--- src/rtl/seq_mult_pkg.sv ---
// Shared types and helpers for the sequential array multiplier.
package seq_mult_pkg;

   typedef enum logic [1:0] {
      StIdle,
      StRun,
      StDone
   } state_e;

   // Number of RUN cycles needed to fold all partial-product rows.
   function automatic int unsigned num_cycles(input int unsigned width,
                                              input int unsigned rows);
      return width / rows;
   endfunction

endpackage

--- src/rtl/seq_array_mult_if.sv ---
// Operand/result handshake bundle between issuing datapath, multiplier and consumer.
interface seq_array_mult_if #(
   parameter int unsigned WIDTH = 8
) ();

   logic                   in_valid;
   logic                   in_ready;
   logic [WIDTH-1:0]       a;
   logic [WIDTH-1:0]       b;
   logic                   signed_mode;
   logic                   out_valid;
   logic                   out_ready;
   logic [2*WIDTH-1:0]     product;
   logic                   busy;

   modport master (
      output in_valid, a, b, signed_mode, out_ready,
      input  in_ready, out_valid, product, busy
   );

   modport slave (
      input  in_valid, a, b, signed_mode, out_ready,
      output in_ready, out_valid, product, busy
   );

endinterface

--- src/rtl/mult_row_p.sv ---
// One AND-and-add partial-product row: sum/carry = acc_slice + (a_op & b_bit) + carry_in.
module mult_row_p #(
   parameter int unsigned WIDTH = 8
) (
   input  logic [WIDTH-1:0] acc_slice,
   input  logic [WIDTH-1:0] a_op,
   input  logic             b_bit,
   input  logic             carry_in,
   output logic [WIDTH-1:0] sum,
   output logic             carry
);

   logic [WIDTH-1:0] pp;
   logic [WIDTH:0]   total;

   // Gate the multiplicand by the multiplier bit and add it into the slice.
   always_comb begin
      pp    = a_op & {WIDTH{b_bit}};
      total = {1'b0, acc_slice} + {1'b0, pp} + {{WIDTH{1'b0}}, carry_in};
   end

   assign sum   = total[WIDTH-1:0];
   assign carry = total[WIDTH];

endmodule

--- src/rtl/seq_array_mult.sv ---
// Sequential array multiplier: folds ROWS_PER_CYCLE partial-product rows per clock,
// with optional two's-complement operands and output backpressure.
module seq_array_mult
   import seq_mult_pkg::*;
#(
   parameter int unsigned WIDTH          = 8,
   parameter int unsigned ROWS_PER_CYCLE = 1
) (
   input logic             clk,
   input logic             rst_n,
   seq_array_mult_if.slave bus
);

   localparam int unsigned NumCycles = num_cycles(WIDTH, ROWS_PER_CYCLE);
   localparam int unsigned CntW      = $clog2(NumCycles + 1);

   state_e               state_q, state_d;
   logic [WIDTH-1:0]     a_q, a_d, b_q, b_d;
   logic                 neg_q, neg_d;
   logic [WIDTH-1:0]     acc_hi_q, acc_hi_d, acc_lo_q, acc_lo_d;
   logic [CntW-1:0]      cyc_q, cyc_d;
   logic [2*WIDTH-1:0]   product_q, product_d;
   logic                 in_ready_q, in_ready_d;
   logic                 out_valid_q, out_valid_d;
   logic                 busy_q, busy_d;
   logic [WIDTH-1:0]     row_hi, row_lo;
   logic [2*WIDTH-1:0]   acc_next;

   // Shift-add form: the accumulator shifts right one bit per row, so row i's
   // "<< i" is implicit and the previous carry already sits in the top bit of
   // the high slice; the external carry-in is therefore unused.
   for (genvar j = 0; j < ROWS_PER_CYCLE; j++) begin : g_row
      logic [WIDTH-1:0] hi_in, lo_in, hi_out, lo_out, row_sum;
      logic             row_carry;

      if (j == 0) begin : g_first
         assign hi_in = acc_hi_q;
         assign lo_in = acc_lo_q;
      end else begin : g_next
         assign hi_in = g_row[j-1].hi_out;
         assign lo_in = g_row[j-1].lo_out;
      end

      mult_row_p #(
         .WIDTH (WIDTH)
      ) u_row (
         .acc_slice (hi_in),
         .a_op      (a_q),
         .b_bit     (b_q[j]),
         .carry_in  (1'b0),
         .sum       (row_sum),
         .carry     (row_carry)
      );

      assign hi_out = {row_carry, row_sum[WIDTH-1:1]};
      assign lo_out = {row_sum[0], lo_in[WIDTH-1:1]};
   end

   assign row_hi   = g_row[ROWS_PER_CYCLE-1].hi_out;
   assign row_lo   = g_row[ROWS_PER_CYCLE-1].lo_out;
   assign acc_next = {row_hi, row_lo};

   // Next-state, datapath updates and registered output decodes.
   always_comb begin
      state_d   = state_q;
      a_d       = a_q;
      b_d       = b_q;
      neg_d     = neg_q;
      acc_hi_d  = acc_hi_q;
      acc_lo_d  = acc_lo_q;
      cyc_d     = cyc_q;
      product_d = product_q;

      case (state_q)
         StIdle: begin
            if (bus.in_valid && in_ready_q) begin
               // Magnitude of the most negative value wraps to itself, which is
               // the correct unsigned magnitude 2^(WIDTH-1).
               a_d      = (bus.signed_mode && bus.a[WIDTH-1]) ? ~bus.a + WIDTH'(1) : bus.a;
               b_d      = (bus.signed_mode && bus.b[WIDTH-1]) ? ~bus.b + WIDTH'(1) : bus.b;
               neg_d    = bus.signed_mode & (bus.a[WIDTH-1] ^ bus.b[WIDTH-1]);
               acc_hi_d = '0;
               acc_lo_d = '0;
               cyc_d    = '0;
               state_d  = StRun;
            end
         end
         StRun: begin
            acc_hi_d = row_hi;
            acc_lo_d = row_lo;
            b_d      = b_q >> ROWS_PER_CYCLE;
            cyc_d    = cyc_q + CntW'(1);
            if (cyc_q == CntW'(NumCycles - 1)) begin
               product_d = neg_q ? ~acc_next + (2*WIDTH)'(1) : acc_next;
               state_d   = StDone;
            end
         end
         StDone: begin
            if (bus.out_ready) state_d = StIdle;
         end
         default: state_d = StIdle;
      endcase

      in_ready_d  = (state_d == StIdle);
      out_valid_d = (state_d == StDone);
      busy_d      = (state_d == StRun) || (state_d == StDone);
   end

   // State and datapath registers; reset discards any in-flight operation.
   always_ff @(posedge clk or negedge rst_n) begin
      if (!rst_n) begin
         state_q     <= StIdle;
         a_q         <= '0;
         b_q         <= '0;
         neg_q       <= 1'b0;
         acc_hi_q    <= '0;
         acc_lo_q    <= '0;
         cyc_q       <= '0;
         product_q   <= '0;
         in_ready_q  <= 1'b0;
         out_valid_q <= 1'b0;
         busy_q      <= 1'b0;
      end else begin
         state_q     <= state_d;
         a_q         <= a_d;
         b_q         <= b_d;
         neg_q       <= neg_d;
         acc_hi_q    <= acc_hi_d;
         acc_lo_q    <= acc_lo_d;
         cyc_q       <= cyc_d;
         product_q   <= product_d;
         in_ready_q  <= in_ready_d;
         out_valid_q <= out_valid_d;
         busy_q      <= busy_d;
      end
   end

   assign bus.in_ready  = in_ready_q;
   assign bus.out_valid = out_valid_q;
   assign bus.busy      = busy_q;
   assign bus.product   = product_q;

endmodule

--- src/flat_wrapper.sv ---
// flat-port wrapper written by rule: the top's interface ports become plain ports
module seq_array_mult_flat import seq_mult_pkg::*;
#(
   parameter int unsigned WIDTH          = 8,
   parameter int unsigned ROWS_PER_CYCLE = 1
)
  (clk, rst_n, bus_in_valid, bus_a, bus_b, bus_signed_mode, bus_out_ready, bus_in_ready, bus_out_valid, bus_product, bus_busy);
  seq_array_mult_if #(.WIDTH(WIDTH)) bus_i ();
  input logic clk;
  input logic rst_n;
  input wire logic [$bits(bus_i.in_valid)-1:0] bus_in_valid;
  input wire logic [$bits(bus_i.a)-1:0] bus_a;
  input wire logic [$bits(bus_i.b)-1:0] bus_b;
  input wire logic [$bits(bus_i.signed_mode)-1:0] bus_signed_mode;
  input wire logic [$bits(bus_i.out_ready)-1:0] bus_out_ready;
  output wire logic [$bits(bus_i.in_ready)-1:0] bus_in_ready;
  output wire logic [$bits(bus_i.out_valid)-1:0] bus_out_valid;
  output wire logic [$bits(bus_i.product)-1:0] bus_product;
  output wire logic [$bits(bus_i.busy)-1:0] bus_busy;
  assign bus_i.in_valid = bus_in_valid;
  assign bus_i.a = bus_a;
  assign bus_i.b = bus_b;
  assign bus_i.signed_mode = bus_signed_mode;
  assign bus_i.out_ready = bus_out_ready;
  assign bus_in_ready = bus_i.in_ready;
  assign bus_out_valid = bus_i.out_valid;
  assign bus_product = bus_i.product;
  assign bus_busy = bus_i.busy;
  seq_array_mult #(.WIDTH(WIDTH), .ROWS_PER_CYCLE(ROWS_PER_CYCLE)) u_core (.clk(clk), .rst_n(rst_n), .bus(bus_i));
endmodule
--- config.mk ---
export PLATFORM = sky130hd
export DESIGN_NAME = seq_array_mult_flat
export DESIGN_NICKNAME = d
export VERILOG_FILES = /design/src/rtl/seq_mult_pkg.sv /design/src/rtl/seq_array_mult_if.sv /design/src/rtl/mult_row_p.sv /design/src/rtl/seq_array_mult.sv /design/src/flat_wrapper.sv
export SDC_FILE = /design/constraint.sdc
export NUM_CORES = 1
export LEC_CHECK = 0
export CAP_MARGIN = 20
export CORE_MARGIN = 5
export CORE_UTILIZATION = 42
export CTS_CLUSTER_SIZE = 10
export DETAILED_ROUTE_END_ITERATION = 10
export REMOVE_ABC_BUFFERS = 1
export SYNTH_ARGS = -nofsm -noshare
export SYNTH_HDL_FRONTEND = slang
export SYNTH_HIERARCHICAL = 1
export SYNTH_SLANG_ARGS = --single-unit
--- constraint.sdc ---
create_clock -name clk -period 7.1 [get_ports clk]
set_clock_uncertainty 0.15 [all_clocks]
set_input_delay 1.775 -clock clk [delete_from_list [all_inputs] [get_ports clk]]
set_output_delay 1.775 -clock clk [all_outputs]
set_load 0.05 [all_outputs]
# After elaboration in Yosys (flattened, before gate mapping)
# Cells that the tools add are included.
# totals
regBits	58
in_bits	21
out_inout_bits	19
wordCells	52
# classes
addsub	5
eq_ne	6
n_mux	14
bitwise	6
reduce_logical	10
# op_table
cell	count
$pmux W8 S2	3
$mux W8	4
$add A16 B1 Y16 const B	1
$add A8 B1 Y8 const B	2
$mux W16	1
$not A16 Y16	1
$not A8 Y8	2
$add A8 B8 Y9	1
$and A8 B8 Y8	1
$pmux W4 S2	1
$mux W2	3
$pmux W2 S3	1
$reduce_and A2 Y1	3
$add A4 B1 Y4 const B	1
$eq A2 B1 Y1 const B	2
$eq A2 B2 Y1 const B	2
$eq A4 B3 Y1 const B	1
$logic_not A2 Y1	2
$mux W4	1
$logic_and A1 B1 Y1	3
$ne A2 B1 Y1 const B	1
$reduce_bool A2 Y1	1
$and A1 B1 Y1	1
$logic_or A1 B1 Y1	1
$xor A1 B1 Y1	1

# Logic depth before layout (Yosys ltp)
# depth
depth_word	5
depth_mapped	12
depth_no_buf	12

# Hierarchy
# The synthesis kept the hierarchy.
# by_module_without_submodules
module	instances	cells_per_inst	area_per_inst_um2	seq_area_each_um2
seq_array_mult	1	294	2758.9	1426.4
mult_row_p	1	52	397.9	0.0

# Worst setup path before layout
# Ideal clock, no wire load.
# synth_path
kind	register to register
start	reg u_core.b_q[0]
end	reg u_core.product_q[15] (netlist: u_core/bus.product[15])
setup_time_ps	137
arrival_time_ps	2873
required_ps	6813
slack_ps	3940
path_stages_with_launch	13
n_path_buf	0
period_less_slack_ps	3160
path_cell_list	dfrtp_1 -> nand2_1 -> fa_1 -> inv_1 -> fa_1 -> a21oi_1 -> o21bai_1 -> xor2_1 -> or4_1 -> or3_4 -> o31ai_4 -> xor2_1 -> a21oi_1
# synth_between
elab_chain_len	5
# synth_rtl
item	line	source
start: declaration	seq_array_mult.sv:18	logic [WIDTH-1:0] a_q, a_d, b_q, b_d;
start signal: assignment	seq_array_mult.sv:114	b_q <= '0;
start signal: assignment	seq_array_mult.sv:126	b_q <= b_d;
$and A8 B8 Y8	mult_row_p.sv:18	pp = a_op & {WIDTH{b_bit}};
$add A8 B8 Y9	mult_row_p.sv:19	total = {1'b0, acc_slice} + {1'b0, pp} + {{WIDTH{1'b0}}, carry_in};
named net u_core.g_row[0].row_sum[4]	seq_array_mult.sv:33	logic [WIDTH-1:0] hi_in, lo_in, hi_out, lo_out, row_sum;
$not A16 Y16	seq_array_mult.sv:94	product_d = neg_q ? ~acc_next + (2*WIDTH)'(1) : acc_next;
$add A16 B1 Y16	seq_array_mult.sv:94	
$mux W16	seq_array_mult.sv:94	
end signal: assignment	seq_array_mult.sv:131	product_q <= product_d;
end: declaration	seq_array_mult.sv:22	logic [2*WIDTH-1:0] product_q, product_d;
# The timed path passes the listed nets, and every way through them passes these cells.
# A chain may end at the register's enable or synchronous reset.

# Worst setup path after layout
# Same ends and word-level chain as after synthesis.

==> reports/metrics.yaml <==
clkPwrFrac: 0.171
synth-edff-count: 0
seqCellArea_sq_um: 1426
clock_sinks: 57
first_iter_violations: 79
antenna_found_initial: 0
p_leak_nw: 1.670
vias_per_cell: 5.024
avgSynthCellArea_sq_um: 9.124
place.gp.congestion: 0.7126
worstMarginPinSlew_ns: 0.8304
portBuffers: 39
seqPwrFrac: 0.326
cts_setup_buffers: 0
multi_input_area_sq_um: 1624
syn2layout_area_growth_pct: 21.80
dieHeight_um: 96.70
tritoncts: "done"
worstReg2RegStart: "u_core/b_q[0]"
drive_above_1_share: 0.08184
ys_seq_area_frac: 0.4518
numCtsBuffers: 9
dr.pass1.iters: 4
fin_setup_tns_ns: 0
cp-startpoint: "u_core/b_q[0]"
cp_max_fo: 9
cap_viol_max_count: 0
design.die.area_sq_um: 9350
hold_violations: 0
synth.most_common_cell: "dfrtp_1"
yosys.area.top_type: "dfrtp_1"
cts_root_buffer: "clkbuf_8"
layout_worst_path_cycle_share: 0.4888
ios: 40
regToRegEndpoint: "u_core/bus.product[15]"
cts_resized: 0
start_kind: "flop"
post-route-min-period_ns: 3.470
core_area_sq_um: 7292
synth_top_cell_area_share: 0.4518
max_slew_margin: 0.4448
swShare: 0.4537
path_class: "reg2reg"
clockBufferDepth: 2
synth_ff_type: "dfrtp_1"
rsz0062_at_grt: "no"
postRouteWirelength_um: 6121
synth_area_leaders: "dfrtp_1 (45%), nand2_1 (6.2%), o21ai_0 (5.4%)"
synthTopCellsByCount: "dfrtp_1 (57), nand2_1 (52), o21ai_0 (34), nor2_1 (29), a21oi_1 (23)"
diodes: 0
p_sw_mw: 0.7792
row_count: 31
intPower_mw: 0.9381
start_util: 0.4329
synth-seq-cells: 57
grt_pass1_vias: 2449
htree_levels: 3
synthDistinctLibCells: 46
postCtsHoldBufs: 0
drc: 0
grt_pass1_wl_um: 11100
outcome: "completed"
overflow: 0
p_total_mw: 1.717
die_w_um: 96.70
required_ns: 7.17
power_frac_comb: 0.503
grt_usage: 0.1410
worstHoldStart: "u_core/a_q[6]"
clk_pin_slew_ns: 0.07
hold_path_end: "u_core/a_q[6]"
vdd_ir_drop_max_mv: 0.1203
fin_ws_ns: 3.630
syn_inst: 346
power.density_nw_per_um2: 446.6
ant_nets: 0
vias: 2462
yosysWarnings: 6
cp-end-kind: "flop"
avgRoutedWirePerCell_um: 12.49
holdPathStages: 2
setup_viol: 0
insertion_delay_ns: 0.34
grt_max_degree: 58
drv_slew: 0
hold_class: "reg2reg"
fillers: 735
dpl.hpwl_um: 4401
pre_cts_ws_ns: 3.264
fmax_mhz: 288.1
crit_arrival_ns: 3.54
netlist_area_sq_um: 3157
rrSetupSlack_ns: 3.63
nNetsFinal: 422
async_flop_share: 1.000
rr_worst_depth: 12
[power groups by stage]
stage | Combinational [mW] | Sequential [mW] | Clock (mW)
after CTS | 0.873 | 0.562 | 0.302
after global routing | 0.965 | 0.582 | 0.316
after detailed placement | 0.867 | 0.567 | 0
after floorplan | 0.468 | 0.714 | 0
final | 0.864 | 0.560 | 0.293
after global placement | 0.852 | 0.563 | 0
[how the worst max path moves through the flow]
| stage | end | slack, ns | depth (start not counted) |
|---|---|---|---|
| after CTS | u_core/bus.product[15] | 3.57 | 12 |
| after global routing | u_core/bus.product[15] | 3.42 | 12 |
| after floorplan | u_core/bus.product[15] | 3.89 | 12 |
| after global placement | u_core/b_q[2] | 3.32 | 5 |
| final | u_core/bus.product[15] | 3.63 | 12 |
| after detailed placement | u_core/b_q[4] | 3.26 | 5 |
[metal layers]
| metal | wire [um] | global-route usage | vias up |
|---|---|---|---|
| met2 | 2791 | 0.2224 | 44 |
| met5 | 0 | 0 | - |
| met4 | 127 | 0.06479 | 0 |
| met1 | 2983 | 0.1852 | 1136 |
| met3 | 218 | 0.03022 | 11 |
| li1 | - | - | 1271 |
[worst max-delay path, cell delays in order (launching register included)]
cell and delay, ns:
dfrtp_1 0.45, nand2_1 0.13, fa_1 0.19, inv_1 0.06, fa_1 0.39, a21oi_1 0.24
o21bai_1 0.10, xor2_1 0.20, or4_1 0.58, or3_4 0.37, o31ai_4 0.23, xor2_1 0.18
a21oi_1 0.08
[cell type report]
class                           count  area share
Multi-Input combinational cell    260      0.4224
Sequential cell                    57      0.3710
Timing Repair Buffer               42      0.1080
Clock buffer                        9     0.03222
Tap cell                           99     0.03222
Clock inverter                      7     0.01855
Inverter                           16     0.01562
[registers in the layout, summed over array words and instances (netlist names), 2 cells and up]
name / count
u_core/acc_hi_q: 8
u_core/cyc_q: 4
u_core/state_q: 2
u_core/bus.product: 16
u_core/acc_lo_q: 7
u_core/b_q: 8
u_core/a_q: 8
[cells in the final DEF, fill, tap and decap left out, types with 9 or more instances in the layout]
cell type / n
inv_1: 15
xor2_1: 18
clkbuf_8: 9
clkdlybuf4s50_1: 38
nor2_1: 28
nand3_1: 10
nand2_1: 52
a21oi_1: 23
dfrtp_1: 57
xnor2_1: 10
o21ai_0: 34
ha_1: 13
[logic make-up after synthesis]
family                   after synthesis  synth area share
AO/OA/AOI/OAI                         89            0.1768
XOR/XNOR                              28           0.07768
adder cells (fa/ha/maj)               15           0.06421
buffers and inverters                 29           0.03448
flip-flops                            57            0.4518
multiplexers                           4           0.01308
other                                  1          0.001188
AND/OR/NAND/NOR                      123            0.1807
[metrics by stage]
stage / util / area (sq um) / hold slack (ns) / cells
2_1_floorplan: - / 3108 / 0.2876 / 333
3_3_place_gp: 0.4985 / 3635 / 0.3089 / 473
3_5_place_dp: 0.4985 / 3635 / 0.3164 / 473
4_1_cts: 0.5252 / 3830 / 0.3301 / 489
5_1_grt: 0.5273 / 3845 / 0.3564 / 490
6_report: 0.5273 / 3845 / 0.3251 / 490
(Power assumes the default switching activity.)
